$ cat src/rtl/i2s_tx_pkg.sv
`default_nettype none
// ============================================================================
// Module      : i2s_tx_pkg
// Description : Shared constants, state encoding and the word-select decode
//               helper for the I2S transmitter.
// Revision    : 1.0 - initial release
// ============================================================================
package i2s_tx_pkg;

    // Framing modes selected by ws_align
    localparam logic WS_STANDARD  = 1'b0;   // WS leads the MSB by one slot
    localparam logic WS_LEFT_JUST = 1'b1;   // WS edge aligned with the MSB

    // Transmitter state encoding
    typedef logic [0:0] state_t;
    localparam state_t ST_IDLE = 1'b0;
    localparam state_t ST_RUN  = 1'b1;

    // Word-select level for a given slot of a 2*dw slot frame.
    // Standard framing moves both WS edges one slot earlier than the data,
    // so the right-channel window is [dw-1, 2*dw-2].
    function automatic logic ws_level(input int unsigned slot,
                                      input int unsigned dw,
                                      input logic        align);
        logic lvl;
        lvl = 1'b0;
        case (align)
            WS_STANDARD:  lvl = (slot >= dw - 1) && (slot <= 2 * dw - 2);
            WS_LEFT_JUST: lvl = (slot >= dw);
            default:      lvl = 1'b0;
        endcase
        return lvl;
    endfunction

endpackage : i2s_tx_pkg
`default_nettype wire

$ cat src/rtl/i2s_tx_bclk_gen.sv
`default_nettype none
// ============================================================================
// Module      : i2s_bclk_gen
// Description : Bit-clock divider and slot counter for the I2S transmitter.
//               Each slot lasts 2*CLK_DIV clk cycles; the bit clock is low for
//               the first half and high for the second half of every slot.
//               The strobes describe the position being entered on the next
//               rising clk edge so the caller can update registered outputs
//               on that same edge.
// Ports       : clk, rst          - clock, synchronous active-high reset
//               i_ena             - run request; 0 holds counters at zero
//               i_running         - transmitter already in RUN state
//               o_bclk            - registered bit clock
//               o_slot_next       - slot index entered on the next edge
//               o_slot_start      - next edge begins a new slot
//               o_frame_load      - next edge begins slot 0 (frame load)
// Revision    : 1.0 - initial release
// ============================================================================
module i2s_bclk_gen #(
    parameter int unsigned DW      = 16,
    parameter int unsigned CLK_DIV = 4
) (
    input  logic                        clk,
    input  logic                        rst,
    input  logic                        i_ena,
    input  logic                        i_running,
    output logic                        o_bclk,
    output logic [$clog2(2*DW)-1:0]     o_slot_next,
    output logic                        o_slot_start,
    output logic                        o_frame_load
);

    localparam int unsigned CW = $clog2(2 * CLK_DIV);
    localparam int unsigned SW = $clog2(2 * DW);

    localparam logic [CW-1:0] c_cnt_last  = CW'(2 * CLK_DIV - 1);
    localparam logic [CW-1:0] c_cnt_high  = CW'(CLK_DIV);
    localparam logic [SW-1:0] c_slot_last = SW'(2 * DW - 1);

    logic [CW-1:0] r_cnt;
    logic [CW-1:0] w_cnt_next;
    logic [SW-1:0] r_slot;
    logic          r_bclk;

    always_comb begin
        w_cnt_next   = '0;
        o_slot_next  = '0;
        o_slot_start = 1'b0;
        o_frame_load = 1'b0;
        if (i_ena) begin
            if (!i_running) begin
                // Leaving IDLE: the very next edge starts a fresh frame
                o_slot_start = 1'b1;
                o_frame_load = 1'b1;
            end else if (r_cnt == c_cnt_last) begin
                // Divider wrap is the bit-clock falling edge
                o_slot_start = 1'b1;
                if (r_slot == c_slot_last) begin
                    o_frame_load = 1'b1;
                end else begin
                    o_slot_next = r_slot + 1'b1;
                end
            end else begin
                w_cnt_next  = r_cnt + 1'b1;
                o_slot_next = r_slot;
            end
        end
    end

    always_ff @(posedge clk) begin
        if (rst) begin
            r_cnt  <= '0;
            r_slot <= '0;
            r_bclk <= 1'b0;
        end else begin
            r_cnt  <= w_cnt_next;
            r_slot <= o_slot_next;
            r_bclk <= i_ena && (w_cnt_next >= c_cnt_high);
        end
    end

    assign o_bclk = r_bclk;

endmodule : i2s_bclk_gen
`default_nettype wire

$ cat src/rtl/i2s_tx.sv
`default_nettype none
// ============================================================================
// Module      : i2s_tx
// Description : I2S bus master transmitter. Serialises stereo PCM pairs MSB
//               first onto i2s_clk / i2s_ws / i2s_dout, with standard I2S or
//               left-justified framing. A one-deep holding register decouples
//               the sample source; when it is empty at a frame boundary the
//               previous pair is repeated and underrun pulses.
// Ports       : clk, rst          - clock, synchronous active-high reset
//               ena               - 1 transmit frames, 0 return to idle
//               ws_align          - 0 standard I2S, 1 left-justified
//               left_data         - left sample (DW bits)
//               right_data        - right sample (DW bits)
//               din_valid         - sample pair valid
//               din_ready         - holding register empty
//               i2s_clk           - bit clock
//               i2s_ws            - word select (0 left, 1 right)
//               i2s_dout          - serial data, changes on falling i2s_clk
//               frame_start       - 1-clk pulse as slot 0 begins
//               underrun          - 1-clk pulse when a frame repeats data
// Revision    : 1.0 - initial release
// ============================================================================
module i2s_tx #(
    parameter int unsigned DW      = 16,
    parameter int unsigned CLK_DIV = 4
) (
    input  logic          clk,
    input  logic          rst,
    input  logic          ena,
    input  logic          ws_align,
    input  logic [DW-1:0] left_data,
    input  logic [DW-1:0] right_data,
    input  logic          din_valid,
    output logic          din_ready,
    output logic          i2s_clk,
    output logic          i2s_ws,
    output logic          i2s_dout,
    output logic          frame_start,
    output logic          underrun
);

    import i2s_tx_pkg::*;

    localparam int unsigned SW = $clog2(2 * DW);

    state_t          r_state;
    logic            w_slot_start;
    logic            w_frame_load;
    logic [SW-1:0]   w_slot_next;

    logic [DW-1:0]   r_hold_l;
    logic [DW-1:0]   r_hold_r;
    logic            r_hold_full;
    logic            w_hold_full_next;
    logic            r_din_ready;
    logic            w_accept;

    logic [2*DW-1:0] r_last;
    logic [2*DW-1:0] r_shift;
    logic [2*DW-1:0] w_frame_pair;

    logic            r_ws_align;
    logic            r_ws;
    logic            r_dout;
    logic            r_frame_start;
    logic            r_underrun;

    i2s_bclk_gen #(
        .DW      (DW),
        .CLK_DIV (CLK_DIV)
    ) u_bclk_gen (
        .clk          (clk),
        .rst          (rst),
        .i_ena        (ena),
        .i_running    (r_state == ST_RUN),
        .o_bclk       (i2s_clk),
        .o_slot_next  (w_slot_next),
        .o_slot_start (w_slot_start),
        .o_frame_load (w_frame_load)
    );

    // ------------------------------------------------------------------------
    // State: RUN follows ena one cycle later; any ena=0 cycle abandons the frame
    // ------------------------------------------------------------------------
    always_ff @(posedge clk) begin
        if (rst) begin
            r_state <= ST_IDLE;
        end else begin
            r_state <= ena ? ST_RUN : ST_IDLE;
        end
    end

    // ------------------------------------------------------------------------
    // Holding / last-pair registers and handshake.
    // A load in the same cycle as an accept sees the pre-accept (empty) state,
    // so the new pair waits for the following frame.
    // ------------------------------------------------------------------------
    assign w_accept     = din_valid & r_din_ready;
    assign w_frame_pair = r_hold_full ? {r_hold_l, r_hold_r} : r_last;

    always_comb begin
        w_hold_full_next = r_hold_full;
        if (w_frame_load && r_hold_full) begin
            w_hold_full_next = 1'b0;
        end
        if (w_accept) begin
            w_hold_full_next = 1'b1;
        end
    end

    always_ff @(posedge clk) begin
        if (rst) begin
            r_hold_l    <= '0;
            r_hold_r    <= '0;
            r_hold_full <= 1'b0;
            r_din_ready <= 1'b1;
            r_last      <= '0;
        end else begin
            if (w_frame_load && r_hold_full) begin
                r_last <= {r_hold_l, r_hold_r};
            end
            if (w_accept) begin
                r_hold_l <= left_data;
                r_hold_r <= right_data;
            end
            r_hold_full <= w_hold_full_next;
            r_din_ready <= ~w_hold_full_next;
        end
    end

    // ------------------------------------------------------------------------
    // Serialiser and word select. The shift register holds the bits still to
    // be sent; the bit for the slot being entered goes straight to r_dout.
    // ------------------------------------------------------------------------
    always_ff @(posedge clk) begin
        if (rst) begin
            r_shift       <= '0;
            r_ws_align    <= WS_STANDARD;
            r_ws          <= 1'b0;
            r_dout        <= 1'b0;
            r_frame_start <= 1'b0;
            r_underrun    <= 1'b0;
        end else begin
            r_frame_start <= w_frame_load;
            r_underrun    <= w_frame_load & ~r_hold_full;
            if (!ena) begin
                r_ws   <= 1'b0;
                r_dout <= 1'b0;
            end else if (w_frame_load) begin
                // ws_align is captured only here and governs the whole frame
                r_ws_align <= ws_align;
                r_shift    <= {w_frame_pair[2*DW-2:0], 1'b0};
                r_dout     <= w_frame_pair[2*DW-1];
                r_ws       <= ws_level(32'd0, DW, ws_align);
            end else if (w_slot_start) begin
                r_shift <= {r_shift[2*DW-2:0], 1'b0};
                r_dout  <= r_shift[2*DW-1];
                r_ws    <= ws_level(32'(w_slot_next), DW, r_ws_align);
            end
        end
    end

    assign din_ready   = r_din_ready;
    assign i2s_ws      = r_ws;
    assign i2s_dout    = r_dout;
    assign frame_start = r_frame_start;
    assign underrun    = r_underrun;

endmodule : i2s_tx
`default_nettype wire

$ cat config.mk
export PLATFORM = sky130hd
export DESIGN_NAME = i2s_tx
export DESIGN_NICKNAME = d
export VERILOG_FILES = /design/src/rtl/i2s_tx_pkg.sv /design/src/rtl/i2s_tx_bclk_gen.sv /design/src/rtl/i2s_tx.sv
export SDC_FILE = /design/constraint.sdc
export NUM_CORES = 1
export LEC_CHECK = 0
export CORE_MARGIN = 3
export CORE_UTILIZATION = 50
export CTS_BUF_LIST = sky130_fd_sc_hd__clkbuf_16
export DETAILED_ROUTE_END_ITERATION = 6
export DONT_BUFFER_PORTS = 1
export HOLD_SLACK_MARGIN = 0.05
export PLACE_DENSITY_LB_ADDON = 0.05
export SYNTH_ARGS = -nofsm -noshare
export SYNTH_HDL_FRONTEND = slang
export SYNTH_SLANG_ARGS = --single-unit
$ cat constraint.sdc
create_clock -name clk -period 2.35 [get_ports clk]
set_input_delay 0.3525 -clock clk [delete_from_list [all_inputs] [get_ports clk]]
set_output_delay 0.3525 -clock clk [all_outputs]
set_load 0.02 [all_outputs]
Yosys cells after proc, flatten, opt, wreduce, memory -nomap -nowiden
Cells that the tools add are included.

storage, ports and cells
  input port bits = 37
  word-level logic and storage cells = 60
  bits in registers = 113
  output and inout bits = 6

cells by class
  reductions and logical operators = 8
  muxes and demuxes = 23
  $lt $le $gt $ge = 4
  equality and inequality tests = 2
  add/sub/neg operators = 2
  bitwise logic cells = 6

operator list
  kind                 count
  $mux 32              3
  $mux 5               4
  $mux 1               12
  $mux 3               3
  $add 5x1->5 const B  1
  $eq 5x5->1 const B   1
  $ge 5x4->1 const B   1
  $ge 5x5->1 const B   1
  $le 5x5->1 const B   1
  $not 1->1            4
  $reduce_and 2->1     2
  $add 3x1->3 const B  1
  $eq 3x3->1 const B   1
  $ge 3x3->1 const B   1
  $logic_and 1x1->1    3
  $reduce_or 3->1      1
  $and 1x1->1          2
  $pmux 1 s2           1
  $reduce_bool 2->1    1
  $reduce_or 2->1      1

Depth between registers and ports, before layout
Gate-level depths: netlist (run 1).

  depth in word-level cells = 9
  depth in mapped cells = 9
  gate-level depth less buffers = 7

By module
Synthesis (run 1) repeated with hierarchy kept, for this count alone.

second synthesis, totals
  cells, all modules = 560
  area, all modules = 4611.9 um2

modules (own cells, without submodules)
  module        cells each  area each (um2)  instances  seq. area each (um2)
  i2s_tx        513         4204.0           1          2062.0
  i2s_bclk_gen  47          407.9            1          160.2

Worst setup path before layout (run 1)
Ideal clock, no wire load.

  path kind = register -> register
  start point = register u_bclk_gen.r_slot[0]
  end point = register r_shift[16]
  buffers on the path = 1
  arrival = 1742 ps
  period minus slack after synthesis = 1882 ps
  cell stages (with the launch flop) = 9
  required time = 2210 ps
  slack = 468 ps
  setup time = 140 ps
  path through = dfxtp_1 > ha_1 > and3_1 > ha_1 > a21boi_2 > nor2_2 > buf_2 > a221oi_1 > nor3_1

on the way
  cells in the longest elaborated chain, start to end = 7
  elaborated cells between the ends (all ways) = 8
  classes of those cells = eq/ne: 1; mux: 5; reduce/logical: 2

ends and longest elaborated chain
  element                      line                   text
  from (decl)                  i2s_tx_bclk_gen.sv:42  logic [SW-1:0] r_slot;
  from (signal assigned)       i2s_tx_bclk_gen.sv:77  r_slot <= o_slot_next;
  $eq 5x5->1 *                 i2s_tx_bclk_gen.sv:58  if (r_slot == c_slot_last) begin
  $mux 1 *                     i2s_tx_bclk_gen.sv:58
  $mux 1 *                     i2s_tx_bclk_gen.sv:55  end else if (r_cnt == c_cnt_last) begin
  $mux 1 *                     i2s_tx_bclk_gen.sv:51  if (!i_running) begin
  $mux 1 *                     i2s_tx_bclk_gen.sv:50  if (i_ena) begin
  $reduce_bool 2->1 (no line)  n/a
  $reduce_and 2->1 (no line)   n/a
  to (signal assigned)         i2s_tx.sv:152          r_shift <= {w_frame_pair[2*DW-2:0], 1'b0};
  to (signal assigned)         i2s_tx.sv:156          r_shift <= {r_shift[2*DW-2:0], 1'b0};
  to (decl)                    i2s_tx.sv:59           logic [2*DW-1:0] r_shift;

Mark *: on every way between the ends. The rest lies on a longest branch, timed or not.
A chain may end at the register's enable or synchronous reset.

Worst setup path in the final report (run 1)
  start point = register u_bclk_gen.r_slot[0]
  end point = register r_shift[18]

Same word-level chain as after synthesis.

==> out/metrics.cfg, run 1 <==
[outcome]
outcome=finished, final reports clean

[synthesis]
synth_warnings=0
synth_seq_cells=111
ys_seq_area_share_pct=47.97
synthCells=529
syn_area_um2=4632
ys.flop_type=dfxtp_1
synthArstFlopShare_pct=0
synthesis.nets=570
synth_edf_count=0
synth_cell_types=41
syn_avg_cell_area_um2=8.756

[job]
drv_cap=0

[die]
die_w_um=102.3
rows=34
ios=43
core_area_um2=8848
initial_utilization_pct=52.35
die-area_um2=10460
die_y_um=102.3

[timing]
min_period_ns=2.007
worstMarginPinSlew_ns=0.5506
setup_viol=0
max_slew_margin_pct=63.29
fmax_mhz=498.2
rsz0062_at_grt=false
fin_setup_tns_ns=0
whs_ns=0.09179
finClkSkew_ns=0.009216
slew_violations=0
post-route-period-util_pct=85.42
hold_viol=0

[routing]
drt_first_pass_iters=4
final_antenna_net_count=0
viasPerCell=5.607
wire_per_inst_um=15.33
wl_met3_um=353
dr_wl_met2_mm=4.452
wl_met1_mm=4.671
vias=3499
dr.max_layer_used=met4
totalWireLength_mm=9.568
dr.first_iter.drc_count=144
drc=0

[setup_path]
cp-start-kind=flop
rr_worst_depth=8
crit_fanout=34
cp.arrival_ns=2.23
timing.rr.end=r_shift[18]
timing.rr.start=u_bclk_gen.r_slot[0]
endpoint_kind=flop
worstSetupPathType=reg -> reg
timing.reg2reg.setup_slack_ns=0.34
cp.required_ns=2.57

[placed_design]
numPlacedInstances=608
place_area_um2=4701
gp_congestion=0.7431
numPortBuffers=0
dp_hpwl_mm=5.807

[clocking]
cts_setup_buffers=0
clk_latency_ns=0.34
cts_tree=done
cts_max_level=3
numCtsBuffers=9
clk_pin_slew_ns=0.07
cts_buffer_depth=2
root_buffer=clkbuf_16
clock_sinks=111

[pwr]
power.density_nw_per_um2=774.8
vdd_ir_drop_max_v=0.0004116
p_leak_nw=1.784

[grt]
antenna_found_initial=0
grt_max_degree=105
grt_pass1_vias=3333
grt_pass1_wl_mm=16.17
track_usage_pct=19.40
overflow=0

[cells_and_area]
stdcell_area_um2=5015
area_growth_pct=8.266
antennaDiodeCount=0
fin_cells=624
nets=552
layout-drive-gt1-share_pct=13.95

[hold_path]
hold_depth=1
hold_end=u_bclk_gen.r_slot[1]
hp-start=rst
hold_class=in -> reg

==> repair_timing <==
item                                    in CTS  in global routing
endpoints found under the setup margin       0                  6
gates resized for setup                      0                  4
hold buffers                                 0                  0
==> logic make-up (layout without fill, tap and decap cells) <==
family                     after synthesis  in the layout  share of synthesized area, %
and+or+nand+nor                        224            224                         19.64
AOI/OAI and AO/OA                      112            112                         19.15
DFF                                    111            111                         47.97
buffers and inverters                   43             30                         4.484
muxes                                   34             34                         7.482
adders and majority gates                4              4                         1.081
xor gates and xnor gates                 1              1                        0.1891
==> how the worst max path moves through the flow <==
stage / cells past startpoint / start / endpoint / slack (ns)
2_1_floorplan: 8 / u_bclk_gen.r_slot[0] / r_shift[16] / 0.47
3_3_place_gp: 8 / u_bclk_gen.r_slot[0] / r_shift[18] / 0.31
5_1_grt: 8 / u_bclk_gen.r_slot[0] / r_shift[31] / 0.09
6_report: 8 / u_bclk_gen.r_slot[0] / r_shift[18] / 0.34
3_5_place_dp: 8 / u_bclk_gen.r_slot[0] / r_shift[20] / 0.25
4_1_cts: 8 / u_bclk_gen.r_slot[0] / r_last[18] / 0.22
==> placed cells by master, fill, tap and decap left out, types with 3 or more instances in the layout <==
master	count
nand2_1	135
dfxtp_1	110
a21oi_1	68
nor2_1	64
mux2i_1	29
a2111oi_2	27
clkbuf_16	9
buf_4	8
mux2_2	5
nor3_1	5
and2_1	3
nor3b_1	3
ha_1	3
buf_12	3
==> through the flow <==
stage	setup slack [ns]	utilization, %	total power, mW
6_report	0.3426	56.67	3.886
5_1_grt	0.09304	56.67	4.034
3_3_place_gp	0.3074	53.13	2.370
4_1_cts	0.2205	56.58	3.916
3_5_place_dp	0.2455	53.13	2.380
2_1_floorplan	0.4676	-	2.333
==> area by class of cell <==
type	instances	area, µm²
clock buffer	9	225.2
clock inverter	7	80.08
fill	868	3834
inverter	2	7.507
multi-input combinational	375	2212
sequential	111	2223
tap	108	135.1
timing repair buffer	12	131.4
==> state kept, by name (all words and copies together), names as in the netlist <==
| register | flops |
|---|---|
| r_last | 32 |
| i2s_ws | 1 |
| r_shift | 31 |
| u_bclk_gen.o_bclk | 1 |
| r_hold_l | 16 |
| i2s_dout | 1 |
| din_ready | 1 |
| u_bclk_gen.r_slot | 5 |
| r_hold_r | 16 |
| r_hold_full | 1 |
| r_state | 1 |
| underrun | 1 |
| u_bclk_gen.r_cnt | 2 |
| r_ws_align | 1 |
| frame_start | 1 |
==> layer usage <==
metal / GRT usage (%) / vias up
li1: - / 1762
met1: 26.49 / 1669
met2: 31.28 / 58
met3: 4.164 / 10
met4: 5.146 / 0
met5: 0 / -
==> worst max-delay path, cell delays in order, from the launching register on <==
cell      delay, ns
dfxtp_1        0.33
ha_1           0.24
and3_1         0.21
ha_2           0.22
a21boi_2       0.24
nor2_4         0.06
buf_12         0.19
a221oi_1       0.32
nor3_1         0.07
==> cells in the mapped netlist, types with 3 or more instances <==
library cell	count	area share [%]
nand2_1	135	11
dfxtp_1	111	48
a21oi_1	68	7.3
nor2_1	64	5.2
mux2i_1	29	6.3
a2111oi_2	27	8.8
clkbuf_1	20	1.6
buf_2	13	1.4
mux2_2	5	1.2
nor3_1	5	0.54
ha_1	4	1.1
and2_1	3	0.41
buf_1	3	0.24
buf_6	3	0.73
nor3b_1	3	0.49
==> report_power, final <==
group / switching [mW] / total (mW) / leakage [nW] / internal [mW]
logic: 0.182 / 0.308 / 0.735 / 0.126
clock network: 0.714 / 1.55 / 0.143 / 0.839
registers: 0.0626 / 2.03 / 0.907 / 1.96
Note: power is estimated with default switching activity, not from simulation.
==> run 2: changes to the inputs <==
--- a/config.mk
+++ b/config.mk
@@ -6,7 +6,7 @@
 export NUM_CORES = 1
 export LEC_CHECK = 0
 export CORE_MARGIN = 3
-export CORE_UTILIZATION = 50
+export CORE_UTILIZATION = 45
 export CTS_BUF_LIST = sky130_fd_sc_hd__clkbuf_16
 export DETAILED_ROUTE_END_ITERATION = 6
 export DONT_BUFFER_PORTS = 1
==> out/metrics.cfg, run 2 (same netlist as run 1, synthesis figures left out) <==
[clocking]
cts_resized=0
root_buffer=clkbuf_16
cts_buffer_depth=2
clk_pin_slew_ns=0.07
numCtsBuffers=9
clk_latency_ns=0.35
cts_setup_buffers=0
hold_buffers=0
clock_sinks=111
cts_tree=done
cts_max_level=3

[pwr]
vdd_ir_drop_max_v=0.0005303
power_switching_mw=0.9015
p_clk_share_pct=40.3
comb_power_share_pct=7.9
power.internal_mw=3.014
power.density_nw_per_um2=771.1
seqPwrFrac_pct=51.8
power_mw=3.915
p_leak_nw=1.825
switching_share_pct=23.03

[grt]
grt_pass1_wl_mm=16.48
grt_pass1_vias=3431
antenna_found_initial=0
overflow=0
track_usage_pct=17.74
grt_max_degree=105

[setup_path]
timing.rr.end=r_shift[31]
cpLargestDelayFamily=adder cells
crit_end=r_shift[31]
crit_start=u_bclk_gen.r_slot[0]
cp-start-kind=flop
critical_path.max_stage_delay_ns=0.37
worstSetupPathType=reg -> reg
cp.arrival_ns=2.28
timing.rr.start=u_bclk_gen.r_slot[0]
path_depth=8
timing.reg2reg.setup_slack_ns=0.30
rr_worst_depth=8
slowest_stage=dfxtp_1
crit_buf_inv=1
cp.required_ns=2.59
endpoint_kind=flop
path_cells=ha_1 > and3_1 > ha_1 > a21boi_2 > nand3_2 > buf_4 > nor2_1 > a2111oi_0
crit_fanout=28
crit_path_frequent_cell=ha_1

[cells_and_area]
fin_util_pct=51.24
fin_cells=652
final_cell_mix=135 x nand2_1, 110 x dfxtp_1, 68 x a21oi_1
max_flop_register=r_last
fillers=975
layout-drive-gt1-share_pct=13.68
layout_commonest_cell=nand2_1
nets=556
multi_input_area_um2=2207
largest_reg_flops=32
area_growth_pct=9.616
antennaDiodeCount=0
seq_area_um2=2223
reg_top3=r_last (32), r_shift (31)

[routing]
drc=0
drt_first_pass_iters=4
final_antenna_net_count=0
viasPerCell=5.233
totalWireLength_mm=9.401
wire_per_inst_um=14.42
vias=3412
dr.first_iter.drc_count=177

[timing]
hold_viol=0
whs_ns=0.08048
post-route-period-util_pct=87.11
rsz0062_at_grt=false
slew_violations=0
finClkSkew_ns=0.006017
worstMarginPinSlew_ns=0.5167
max_slew_margin_pct=65.47
fmax_mhz=488.5
min_period_ns=2.047
setup_viol=0
fin_setup_tns_ns=0

[placed_design]
numPortBuffers=0
gp_congestion=0.7893
numPlacedInstances=637
dp_hpwl_mm=5.863

[die]
core_area_um2=9910
ios=43
die-area_um2=11550
die_y_um=107.5
initial_utilization_pct=46.74
rows=36
die_w_um=107.5

[hold_path]
hold_class=in -> reg

[outcome]
outcome=finished, final reports clean

[job]
drv_cap=0

## run 2: changes by cell type in the layout (fill, tap and decap cells not counted), sizes merged
cell      before  now
buf           12   16
inv            4    3
clkinvlp       2    0
clkinv         2    3
bufinv         1    2
## run 2: area by class of cell
| class | instances | area share [%] |
|---|---|---|
| clock buffers | 9 | 4.436 |
| clock inverters | 6 | 1.528 |
| inverters | 2 | 0.1479 |
| multi-input cells | 375 | 43.47 |
| flip-flops and latches | 111 | 43.79 |
| well taps | 133 | 3.277 |
| repair buffers | 16 | 3.351 |
## run 2: metrics by stage
stage / setup WS, ns / instance area [µm²]
5_1_grt: 0.03862 / 5077
3_3_place_gp: 0.3613 / 4775
4_1_cts: 0.3046 / 5077
3_5_place_dp: 0.3163 / 4775
6_report: 0.3029 / 5077
2_1_floorplan: 0.4676 / 4632
## run 2: power by group through the flow
stage / clock network, mW / registers (mW) / logic, mW
floorplan: 0 / 2.05 / 0.285
global placement: 0 / 2.07 / 0.310
detailed placement: 0 / 2.07 / 0.317
CTS: 1.63 / 2.03 / 0.318
global route: 1.69 / 2.04 / 0.354
finish: 1.58 / 2.03 / 0.310
## run 2: layer usage
metal | wire length, µm | share of wire [%] | track usage, % | vias to the layer above
met5 | 0 | 0 | 0 | -
met2 | 4336 | 46 | 28.87 | 51
met1 | 4614 | 49 | 23.09 | 1580
met4 | 61 | 0.65 | 4.779 | 0
met3 | 389 | 4.1 | 5.159 | 7
li1 | - | - | - | 1774
## run 2: how the worst min path moves through the flow
| stage | cells after the start | startpoint | end |
|---|---|---|---|
| finish | 1 | rst | r_ws_align |
| global route | 1 | rst | frame_start |
| CTS | 1 | rst | r_ws_align |
| detailed placement | 1 | u_bclk_gen.r_cnt[0] | u_bclk_gen.r_cnt[0] |
| global placement | 1 | u_bclk_gen.r_cnt[0] | u_bclk_gen.r_cnt[0] |
| floorplan | 1 | u_bclk_gen.r_cnt[0] | u_bclk_gen.r_cnt[0] |
## run 2: worst reg2reg max path, delay by kind of cell (launching register included)
| kind | cells | cell delay, ns |
|---|---|---|
| flops | 1 | 0.37 |
| compound gates | 2 | 0.44 |
| buf+inv | 1 | 0.30 |
| fa+ha+maj | 2 | 0.52 |
| simple gates | 3 | 0.33 |
